**src/rtl/multiword_ks_add.sv**
```systemverilog
// Multiword adder: adds two W-bit operands one 16-bit chunk per cycle, rippling the
// carry through a register, with valid/ready handshakes on both sides.
module multiword_ks_add #(
    parameter int unsigned WORDS = 4
) (
    input  logic                clk,
    input  logic                rst,
    input  logic                in_valid,
    output logic                in_ready,
    input  logic [16*WORDS-1:0] a,
    input  logic [16*WORDS-1:0] b,
    input  logic                cin,
    output logic                out_valid,
    input  logic                out_ready,
    output logic [16*WORDS-1:0] sum,
    output logic                cout
);

    localparam int unsigned W    = 16 * WORDS;
    localparam int unsigned IdxW = (WORDS > 1) ? $clog2(WORDS) : 1;

    typedef enum logic [1:0] {
        StIdle,
        StAdd,
        StDone
    } state_e;

    state_e          state_q, state_d;
    logic [W-1:0]    a_q, a_d;
    logic [W-1:0]    b_q, b_d;
    logic [W-1:0]    sum_q, sum_d;
    logic            carry_q, carry_d;
    logic            cout_q, cout_d;
    logic [IdxW-1:0] idx_q, idx_d;

    logic [IdxW+3:0] off;
    logic [16:0]     chunk;
    logic            last;

    always_comb begin
        off   = {idx_q, 4'h0};
        chunk = {1'b0, a_q[off +: 16]} + {1'b0, b_q[off +: 16]} + {16'h0000, carry_q};
        last  = (idx_q == IdxW'(WORDS - 1));
    end

    always_comb begin
        state_d = state_q;
        a_d     = a_q;
        b_d     = b_q;
        sum_d   = sum_q;
        carry_d = carry_q;
        cout_d  = cout_q;
        idx_d   = idx_q;
        unique case (state_q)
            StIdle: begin
                if (in_valid) begin
                    a_d     = a;
                    b_d     = b;
                    carry_d = cin;
                    idx_d   = '0;
                    state_d = StAdd;
                end
            end
            StAdd: begin
                sum_d[off +: 16] = chunk[15:0];
                carry_d          = chunk[16];
                idx_d            = idx_q + 1'b1;
                if (last) begin
                    cout_d  = chunk[16];
                    idx_d   = '0;
                    state_d = StDone;
                end
            end
            StDone: begin
                // Consuming edge only returns to idle; acceptance waits one cycle.
                if (out_ready) begin
                    state_d = StIdle;
                end
            end
            default: state_d = StIdle;
        endcase
    end

    always_ff @(posedge clk) begin
        if (rst) begin
            state_q <= StIdle;
            a_q     <= '0;
            b_q     <= '0;
            sum_q   <= '0;
            carry_q <= 1'b0;
            cout_q  <= 1'b0;
            idx_q   <= '0;
        end else begin
            state_q <= state_d;
            a_q     <= a_d;
            b_q     <= b_d;
            sum_q   <= sum_d;
            carry_q <= carry_d;
            cout_q  <= cout_d;
            idx_q   <= idx_d;
        end
    end

    assign in_ready  = (state_q == StIdle);
    assign out_valid = (state_q == StDone);
    assign sum       = sum_q;
    assign cout      = cout_q;

endmodule
```
**config.mk**
```make
export PLATFORM = sky130hd
export DESIGN_NAME = multiword_ks_add
export DESIGN_NICKNAME = d
export VERILOG_FILES = /design/src/rtl/multiword_ks_add.sv
export SDC_FILE = /design/constraint.sdc
export NUM_CORES = 1
export LEC_CHECK = 0
export CELL_PAD_IN_SITES_DETAIL_PLACEMENT = 1
export CELL_PAD_IN_SITES_GLOBAL_PLACEMENT = 1
export CORE_UTILIZATION = 37
export DETAILED_ROUTE_END_ITERATION = 10
export PLACE_DENSITY_LB_ADDON = 0.1
export SLEW_MARGIN = 20
export SYNTH_ARGS = -nofsm -noshare
export SYNTH_HDL_FRONTEND = slang
export SYNTH_SLANG_ARGS = --single-unit
```
**constraint.sdc**
```tcl
create_clock -name clk -period 4.8 [get_ports clk]
set_input_delay 0.72 -clock clk [delete_from_list [all_inputs] [get_ports clk]]
set_output_delay 0.72 -clock clk [all_outputs]
set_load 0.01 [all_outputs]
```
* Yosys cells after proc, flatten, opt, wreduce, memory -nomap -nowiden
Index checks and enable logic that the tools add are counted.
** Storage, ports and cells
- Word-level logic and storage cells :: 37
- Bits in read-only memories :: 0
- Register bits :: 198
- Memory bits (writable) :: 0
- Memories :: 0
- Bits in latches :: 0
** Cells by class
- Mux-type cells :: 10
- Bitwise logic cells :: 0
- Reductions and logical operators :: 6
- Divide/modulo/power cells :: 0
- Shift operators :: 4
- Magnitude comparators :: 0
- $add $sub $neg :: 4
- Multipliers :: 0
- Equality and inequality tests :: 6
** Operators by type and width (number)
- $shiftx 64x7->16 :: 2
- $bwmux 64 :: 1
- $shift 16x8->64 const A :: 1
- $shiftx 16x8->64 :: 1
- $add 16x16->17 :: 1
- $add 17x1->17 :: 1
- $mux 2 :: 5
- $neg 6->8 :: 1
- $pmux 2 s3 :: 1
- $reduce_and 2->1 :: 3
- $eq 2x2->1 const B :: 2
- $ne 2x2->1 const B :: 2
- $pmux 2 s2 :: 1
- $reduce_and 3->1 :: 1
- $add 2x1->2 const B :: 1
- $eq 2x1->1 const B :: 1
- $logic_not 2->1 :: 1
- $ne 2x1->1 const B :: 1
- $pmux 1 s2 :: 1
- $reduce_bool 2->1 :: 1
- $mux 1 :: 1

* Depth between registers and ports, before layout
Gate-level depths: netlist of run 1.
- Depth after elaboration :: 5
- Gate-level depth with buffers :: 12

* Worst setup path after synthesis of run 1
Ideal clock, no wire load.
- Path kind :: reg-to-reg
- Start :: register idx_q[0]
- End :: register carry_q
- Stages on the path, launching flop included :: 12
- Path buffers :: 2
- Arrival time :: 3.440 ns
- Setup slack :: 1.228 ns
- Cells stage by stage :: dfxtp_1 buf_2 buf_2 mux4_2 fa_1 fa_1 a21o_1 a221oi_4 o221a_4 nor3_1 o311ai_2 o22ai_1
** On the way
- Longest elaborated chain between the ends :: 4
** Ends and longest elaborated chain
- from (decl) :: line 34 : logic [IdxW-1:0] idx_q, idx_d;
- from (signal assigned) :: line 100 : idx_q <= idx_d;
- $shiftx 64x7->16 :: line 42 : chunk = {1'b0, a_q[off +: 16]} + {1'b0, b_q[off +: 16]} + {16'h0000, carry_q};
- $add 16x16->17 (*) :: line 42
- $add 17x1->17 (*) :: line 42
- $pmux 1 s2 (*) :: line 54 : unique case (state_q)
- to (signal assigned) :: line 98 : carry_q <= carry_d;
- to (decl) :: line 32 : logic carry_q, carry_d;
Every way passes the cells marked *; elsewhere a longest branch is shown, timed or not.
A chain may end at the register's enable or synchronous reset.

* Worst setup path in the final report of run 1
Ends and elaborated chain as after synthesis.

==> results of run 1 <==
synthesized netlist by cell type, types with 5 or more instances:
cell type	number	area, um^2
sky130_fd_sc_hd__ha_1	21	263
sky130_fd_sc_hd__nand2_1	270	1010
sky130_fd_sc_hd__dfxtp_1	198	3960
sky130_fd_sc_hd__a22oi_1	36	270
sky130_fd_sc_hd__nor2_1	49	184
sky130_fd_sc_hd__o21ai_2	6	52.6
sky130_fd_sc_hd__a21oi_1	138	691
sky130_fd_sc_hd__a32o_1	8	80.1
sky130_fd_sc_hd__mux4_2	32	721
sky130_fd_sc_hd__a21o_1	8	60.1
sky130_fd_sc_hd__buf_2	16	80.1
sky130_fd_sc_hd__nor3_1	5	25.0
sky130_fd_sc_hd__inv_1	12	45.0
sky130_fd_sc_hd__nand3_1	18	90.1
sky130_fd_sc_hd__o21ai_1	14	70.1
sky130_fd_sc_hd__clkbuf_1	51	191
sky130_fd_sc_hd__xnor2_1	5	43.8
sequential cells by signal, summed over array words and instances (netlist names):
| name | cells |
|---|---|
| b_q | 64 |
| idx_q | 2 |
| cout | 1 |
| carry_q | 1 |
| a_q | 64 |
| state_q | 2 |
| sum | 64 |
per-stage QoR:
step           hold WS [ns]  area [um^2]
2_1_floorplan         0.433         8450
3_3_place_gp          0.440        10600
3_5_place_dp          0.448        10600
4_1_cts               0.458        11200
5_1_grt               0.473        11200
6_report              0.454        11200
cell families (layout without fill, tap and decap cells):
group	count (synthesis)	count (layout)	synth area share, %
AND/OR/NAND/NOR	367	367	17.7
AO/OA/AOI/OAI	239	239	18.1
flip-flops	198	198	46.9
buffers and inverters	81	256	3.84
multiplexers	34	34	8.77
adder cells (fa/ha/maj)	23	23	3.58
XOR/XNOR	9	9	1.02
routing by layer:
| layer | track usage (%) | vias up | routed length [um] |
|---|---|---|---|
| li1 | - | 3630 | - |
| met1 | 30.7 | 3524 | 12100 |
| met2 | 35.7 | 179 | 12000 |
| met3 | 3.26 | 20 | 1020 |
| met4 | 6.69 | 0 | 344 |
| met5 | 0 | - | 0 |
cell type report:
type	instances	area, um^2	area share, %
multi-input cells	672	4170	37.1
flip-flops and latches	198	3970	35.3
repair buffers	212	2100	18.7
clock buffers	18	429	3.82
well taps	280	350	3.12
clock inverters	14	164	1.46
inverters	12	45.0	0.401
path summary, 6_finish.rpt:
path	from	slack, ns	end
max	idx_q[0]$_SDFFE_PP0P_	1.09	carry_q$_SDFFE_PP0P_
min	b_q[57]$_SDFFE_PP0P_	0.45	b_q[57]$_SDFFE_PP0P_
max reg2reg	idx_q[0]$_SDFFE_PP0P_	1.09	carry_q$_SDFFE_PP0P_
min reg2reg	b_q[57]$_SDFFE_PP0P_	0.45	b_q[57]$_SDFFE_PP0P_
worst register-to-register path, cell delays in order (launching register included):
cell	delay, ns
sky130_fd_sc_hd__dfxtp_2	0.78
sky130_fd_sc_hd__mux4_2	0.62
sky130_fd_sc_hd__fa_1	0.45
sky130_fd_sc_hd__fa_1	0.42
sky130_fd_sc_hd__a21o_1	0.24
sky130_fd_sc_hd__a221oi_4	0.34
sky130_fd_sc_hd__o221a_4	0.27
sky130_fd_sc_hd__nor3_1	0.06
sky130_fd_sc_hd__o311ai_2	0.25
sky130_fd_sc_hd__o22ai_1	0.12
placed cells by master, fill, tap and decap left out, types with 3 or more instances in the layout:
master                            count
sky130_fd_sc_hd__nand2_1            269
sky130_fd_sc_hd__clkdlybuf4s50_1    198
sky130_fd_sc_hd__dfxtp_1            196
sky130_fd_sc_hd__a21oi_1            138
sky130_fd_sc_hd__nor2_1              49
sky130_fd_sc_hd__a22oi_1             36
sky130_fd_sc_hd__mux4_2              32
sky130_fd_sc_hd__ha_1                21
sky130_fd_sc_hd__nand3_1             18
sky130_fd_sc_hd__clkbuf_16           17
sky130_fd_sc_hd__o21ai_1             14
sky130_fd_sc_hd__buf_4               13
sky130_fd_sc_hd__inv_1               12
sky130_fd_sc_hd__a21o_1               8
sky130_fd_sc_hd__a32o_1               8
sky130_fd_sc_hd__o21ai_2              6
sky130_fd_sc_hd__nor3_1               5
sky130_fd_sc_hd__xnor2_1              5
sky130_fd_sc_hd__a31oi_1              4
sky130_fd_sc_hd__a32oi_1              4
sky130_fd_sc_hd__nand2b_1             4
sky130_fd_sc_hd__inv_6                4
sky130_fd_sc_hd__nor2b_1              3
sky130_fd_sc_hd__and3_1               3
sky130_fd_sc_hd__nand4_1              3
sky130_fd_sc_hd__xor2_1               3
sky130_fd_sc_hd__inv_8                3
power breakdown:
group          leakage (nW)  switching, mW  total, mW  internal [mW]
clock network         0.283          0.693       1.44          0.743
registers              1.62         0.0504       1.77           1.72
logic                  2.24          0.313      0.569          0.256
==> run metrics, run 1 <==
outcome completed; EDFF count, synth 0; Slew @ Worst Pin 0.974 ns; synthesized netlist cell count 951; total of cells resized after clock tree synthesis 0; total design power 3.77 mW; number of stages on the worst hold path 2; maximum clock frequency 270 MHz; final standard cell count with taps included and fillers excluded 1406; die height 153 um; Final Cycle Share 77.2%; overall via count from detail_route 7353; clock tree root driver cell sky130_fd_sc_hd__clkbuf_16; average wire per cell in the routed design 18.1 um; Clk Latency, worst-skew pair 0.44 ns; H-tree lvl count 4; critical path class register to register; I/O pin count 200; violation count after the first detailed-routing iteration 317; critical path, cell by cell mux4_2 > fa_1 > fa_1 > a21o_1 > a221oi_4 > o221a_4 > nor3_1 > o311ai_2 > o22ai_1; Most common cell on crit path sky130_fd_sc_hd__fa_1; utilization after layout 50.8%; fraction of registers with async set/reset 0%; net total in the final layout 1269; Worst R2R Path Depth 9; detailed placer's ending HPWL 18700 um; number of search-and-repair iterations in the first detailed-routing pass 4; proportion of layout cells with a drive suffix above 1 9.06%; total routing usage reported by global routing 22.2%; class of the worst hold path register to register; required time reported for the critical path endpoint 5.07 ns; routed via count divided by cell count 5.23; Largest stage delay, worst path 0.78 ns; number of buffers and inverters on the critical path 0; synthesis warning total 0; clock slew at reported path FFs 0.08 ns; distinct cell type count of the synthesized netlist 56; clock tree from TritonCTS built; count of hold buffers inserted by post-cts repair 0; kind of cell with the highest combined delay on the critical path compound AO/OA/AOI/OAI gates; number of buffers inserted to repair setup after CTS 0; CTS buffer count 17; number of placed instances with taps included 1374; Syn Nets 1107; ratio of total power to cell area 336 mW/mm^2; crit path max fanout 25; die extent in x 153 um; stages on the worst setup path 9; CP arrival 3.98 ns; share of the yosys chip area belonging to registers 46.9%; Setup Total Neg Slack 0 ns; initial antenna violation count 0; GP Congestion 0.790; Cell Rows 54; unrepaired setup endpoints after global routing no; post-synthesis cell area 0.00845 mm^2; global-route wire length before repair 40400 um; startpoint kind of the worst setup timing path register; core outline area 0.0221 mm^2; final clock skew 0.0132 ns; Layout Area Growth over Synthesis 32.9%; post-route setup slack 1.09 ns; leakage power figure 4.14 nW; final count of negative-setup-slack endpoints 0; Slew Limit Headroom 35.1%; ys flop type sky130_fd_sc_hd__dfxtp_1; total gr overflow 0; buffer levels on the longest clock path 2; port buffer count 199; final WL 25500 um; number of filler instances in the final layout 2565; endpoints failing hold 0; effective utilization at floorplan 38.2%; nature of the critical path endpoint register; Min Clock Period, post-route 3.71 ns; pre-CTS setup slack 1.08 ns; max-cap check violation count 0; final slew viol count 0; number of routed nets with antenna violations 0; number of diodes 0; Yosys reg bits 198; total number of clock tree sinks 198; post-route DRC violation count 0; Max stage delay cell, worst path sky130_fd_sc_hd__dfxtp_2; via count of the first global-routing pass 7330; IR Drop Worst-Case VDD 0.208 mV; total die area 0.0234 mm^2; average cell area after synthesis 8.88 um^2; pin count of the biggest net entering global routing 94
No activity file was read; power rests on OpenSTA's default activity.
==> run 2, diff against run 1 <==
clock period = 3.8 ns   (was 4.8 ns; I/O delays follow)
==> run metrics, run 2 (synthesis results as in run 1) <==
startpoint kind of the worst setup timing path register; post-route setup slack 0.543 ns; outcome completed; final count of negative-setup-slack endpoints 0; port buffer count 199; clock slew at reported path FFs 0.07 ns; number of diodes 0; CTS buffer count 17; unrepaired setup endpoints after global routing no; class of the worst hold path register to register; ratio of total power to cell area 424 mW/mm^2; violation count after the first detailed-routing iteration 503; total gr overflow 0; H-tree lvl count 4; Worst R2R Path Depth 10; via count of the first global-routing pass 7540; multi-input gate area in the final layout 0.00417 mm^2; critical path, cell by cell buf_4 > buf_4 > mux4_2 > ha_1 > and3_1 > nand4_1 > a21oi_2 > nor4_1 > nor3_2 > a32o_1; max-cap check violation count 0; Max stage delay cell, worst path sky130_fd_sc_hd__ha_1; Slew @ Worst Pin 1.02 ns; die extent in x 153 um; leakage power figure 4.17 nW; Largest stage delay, worst path 0.44 ns; net total in the final layout 1274; number of buffers inserted to repair setup after CTS 0; pre-CTS setup slack 0.562 ns; core outline area 0.0221 mm^2; Slew Limit Headroom 31.7%; number of filler instances in the final layout 2539; final WL 25900 um; count of hold buffers inserted by post-cts repair 0; stages on the worst setup path 10; number of routed nets with antenna violations 0; clock tree root driver cell sky130_fd_sc_hd__clkbuf_16; crit path max fanout 17; IR Drop Worst-Case VDD 0.203 mV; Clk Latency, worst-skew pair 0.44 ns; CP arrival 3.63 ns; final clock skew 0.0156 ns; critical path class register to register; Min Clock Period, post-route 3.26 ns; clock tree from TritonCTS built; I/O pin count 200; Final Cycle Share 85.7%; effective utilization at floorplan 38.2%; global-route wire length before repair 41000 um; Layout Area Growth over Synthesis 33.4%; buffer levels on the longest clock path 2; number of stages on the worst hold path 2; average wire per cell in the routed design 18.3 um; total routing usage reported by global routing 22.4%; number of buffers and inverters on the critical path 2; endpoints failing hold 0; overall via count from detail_route 7482; total number of clock tree sinks 198; routed via count divided by cell count 5.30; detailed placer's ending HPWL 19100 um; commonest cells after routing, fill and taps aside 269 x sky130_fd_sc_hd__nand2_1, 198 x sky130_fd_sc_hd__clkdlybuf4s50_1, 196 x sky130_fd_sc_hd__dfxtp_1; kind of cell with the highest combined delay on the critical path simple AND/OR/NAND/NOR gates; die height 153 um; pin count of the biggest net entering global routing 96; number of search-and-repair iterations in the first detailed-routing pass 5; Cell Rows 54; nature of the critical path endpoint register; total of cells resized after clock tree synthesis 0; Sequential Area 0.00397 mm^2; final slew viol count 0; Setup Total Neg Slack 0 ns; maximum clock frequency 307 MHz; post-route DRC violation count 0; most common library cell in the layout ignoring fill and taps sky130_fd_sc_hd__nand2_1; total die area 0.0234 mm^2; GP Congestion 0.839; initial antenna violation count 0; Most common cell on crit path sky130_fd_sc_hd__buf_4; proportion of layout cells with a drive suffix above 1 9.55%; required time reported for the critical path endpoint 4.17 ns
## run 2: final timing paths
path                                             from              endpoint  slack [ns]
worst min-delay path             b_q[28]$_SDFFE_PP0P_  b_q[28]$_SDFFE_PP0P_        0.45
worst min register to register   b_q[28]$_SDFFE_PP0P_  b_q[28]$_SDFFE_PP0P_        0.45
worst max-delay path            idx_q[0]$_SDFFE_PP0P_  sum[47]$_SDFFE_PP0P_        0.54
worst max register to register  idx_q[0]$_SDFFE_PP0P_  sum[47]$_SDFFE_PP0P_        0.54
## run 2: worst min-delay path, stage by stage (launching register included)
cell,delay (ns)
sky130_fd_sc_hd__dfxtp_1,0.31
sky130_fd_sc_hd__nand2_1,0.05
sky130_fd_sc_hd__a21oi_1,0.05
## run 2: metrics by stage
stage	total power [mW]	cell area [um^2]	hold WS (ns)	utilization, %	cells
2_1_floorplan	2.68	8450	0.433	-	951
3_3_place_gp	3.00	10700	0.440	48.3	1379
3_5_place_dp	3.01	10700	0.446	48.3	1379
4_1_cts	4.82	11300	0.455	51.0	1411
5_1_grt	4.97	11300	0.467	51.0	1411
6_report	4.77	11300	0.455	51.0	1411
## run 2: layout make-up
cell class                      instances  share of cell area [%]
Sequential cell                       198                    35.2
Clock buffer                           19                    4.02
Clock inverter                         13                    1.19
Inverter                               12                   0.400
Multi-Input combinational cell        672                    37.0
Timing Repair Buffer                  217                    19.1
Tap cell                              280                    3.11
## run 2: layer usage
metal | part of all wire, % | track usage, % | vias up
met5 | 0 | 0 | -
met4 | 1.9 | 6.78 | 0
met3 | 4.7 | 4.99 | 27
met2 | 48 | 36.8 | 194
met1 | 46 | 29.4 | 3611
li1 | - | - | 3650
## run 2: power by group
part	switching [mW]	internal (mW)
Sequential	0.0591	2.17
Combinational	0.400	0.328
Clock	0.859	0.960
Total	1.32	3.46
==> run 3, diff against run 2 <==
CORE_ASPECT_RATIO = 1.25   (was unset)
RECOVER_POWER = 50   (was unset)
==> run metrics, run 3 (synthesis results as in run 1) <==
outcome complete, but fails checks; violated checks capacitance limit, slew limit; Slew @ Worst Pin 1.77 ns; nature of the critical path endpoint register; reported net switching power 1.30 mW; met3 Usage GRT 3.82%; total of cells resized after clock tree synthesis 0; number of buffers inserted to repair setup after CTS 0; pin count of the biggest net entering global routing 88; IR Drop Worst-Case VDD 0.347 mV; H-tree lvl count 4; most common library cell in the layout ignoring fill and taps sky130_fd_sc_hd__nand2_1; Switching Share 27.1%; maximum clock frequency 301 MHz; crit path max fanout 18; clock tree root driver cell sky130_fd_sc_hd__clkbuf_16; number of placed instances with taps included 1381; GP Congestion 0.791; number of search-and-repair iterations in the first detailed-routing pass 4; number of stages on the worst hold path 2; global-route wire length before repair 40800 um; global-route met1 utilization 29.2%; Slew Limit Headroom -17.8%; critical path class register to register; violation count after the first detailed-routing iteration 360; number of routed nets with antenna violations 0; net total in the final layout 1273; Cell Rows 61; total design power 4.80 mW; clock share of power 38.3%; port buffer count 199; Final Cycle Share 87.5%; proportion of layout cells with a drive suffix above 1 9.20%; Min Clock Period, post-route 3.32 ns; final WL 26300 um; max-cap check violation count 1; global routing met2 resource utilization 39.2%; number of diodes 0; Worst R2R Path Depth 10; via count of the first global-routing pass 7514; clock tree from TritonCTS built; number of filler instances in the final layout 2580; pre-CTS setup slack 0.529 ns; post-route setup slack 0.476 ns; post-route DRC violation count 0; class of the worst hold path register to register; commonest cells after routing, fill and taps aside 269 x sky130_fd_sc_hd__nand2_1, 197 x sky130_fd_sc_hd__dfxtp_1, 138 x sky130_fd_sc_hd__a21oi_1; total routing usage reported by global routing 23.2%; endpoints failing hold 0; CP arrival 3.60 ns; die extent in x 137 um; Reg power frac 46.4%; final slew viol count 48; I/O pin count 200; Setup Total Neg Slack 0 ns; leakage power figure 4.39 nW; detailed placer's ending HPWL 19400 um; combinational group share of total power 15.2%; internal portion of total power 3.50 mW; total die area 0.0234 mm^2; core outline area 0.0223 mm^2; effective utilization at floorplan 37.9%; total gr overflow 0; CTS buffer count 17; initial antenna violation count 0; final count of negative-setup-slack endpoints 0; overall via count from detail_route 7406; buffer levels on the longest clock path 2; Clk Latency, worst-skew pair 0.45 ns; Layout Area Growth over Synthesis 33.5%; most utilized layer in the global route result met2; ratio of total power to cell area 425 mW/mm^2; required time reported for the critical path endpoint 4.08 ns; final clock skew 0.0109 ns; average wire per cell in the routed design 18.6 um; count of hold buffers inserted by post-cts repair 0; final standard cell count with taps included and fillers excluded 1413; die height 171 um; startpoint kind of the worst setup timing path register; total number of clock tree sinks 198; clock slew at reported path FFs 0.07 ns; routed via count divided by cell count 5.24; unrepaired setup endpoints after global routing no
-- run 3: cell count changes in the layout (fill, tap and decap cells not counted), sizes merged, moves of 2 or more --
cell           previous run  this run
clkinvlp                  2         4
inv                      18        15
dlygate4sd3               0        65
clkdlybuf4s50           198       133
-- run 3: worst max-delay path, cell delays in order, from the launching register on --
cell and delay (ns):
sky130_fd_sc_hd__dfxtp_1 0.42, sky130_fd_sc_hd__buf_4 0.35, sky130_fd_sc_hd__buf_4 0.29, sky130_fd_sc_hd__mux4_2 0.37
sky130_fd_sc_hd__ha_1 0.39, sky130_fd_sc_hd__and3_1 0.24, sky130_fd_sc_hd__a221oi_4 0.37, sky130_fd_sc_hd__o221a_4 0.27
sky130_fd_sc_hd__nor3_1 0.06, sky130_fd_sc_hd__o311ai_2 0.27, sky130_fd_sc_hd__o22ai_1 0.12
-- run 3: power by group through the flow --
stage               logic (mW)  clock network, mW  registers, mW
finish                   0.729               1.84           2.23
global route             0.799               1.96           2.24
CTS                      0.739               1.87           2.23
detailed placement       0.734                  0           2.28
global placement         0.724                  0           2.27
floorplan                0.427                  0           2.25
-- run 3: layer usage --
layer | share of wire [%] | vias up
met5 | 0 | -
li1 | - | 3642
met3 | 3.5 | 41
met2 | 49 | 174
met1 | 44 | 3549
met4 | 2.6 | 0
-- run 3: final timing paths --
kind                         start                   end  slack [ns]
min reg2reg   b_q[17]$_SDFFE_PP0P_  b_q[17]$_SDFFE_PP0P_        0.45
max reg2reg  idx_q[0]$_SDFFE_PP0P_  carry_q$_SDFFE_PP0P_        0.48
min           b_q[17]$_SDFFE_PP0P_  b_q[17]$_SDFFE_PP0P_        0.45
max          idx_q[0]$_SDFFE_PP0P_  carry_q$_SDFFE_PP0P_        0.48
-- run 3: final cells by class --
type	count	area [um^2]	share of cell area (%)
Inverter	12	45.0	0.399
Multi-Input combinational cell	672	4170	37.0
Clock inverter	12	146	1.30
Clock buffer	20	447	3.96
Timing Repair Buffer	216	2150	19.0
Sequential cell	198	3970	35.2
Tap cell	283	354	3.14
-- run 3: per-stage QoR --
step	area, um^2	utilization (%)	hold WS [ns]
global placement	10700	48.0	0.441
floorplan	8450	-	0.433
global route	11300	50.6	0.470
detailed placement	10700	48.0	0.446
CTS	11300	50.6	0.455
finish	11300	50.6	0.454
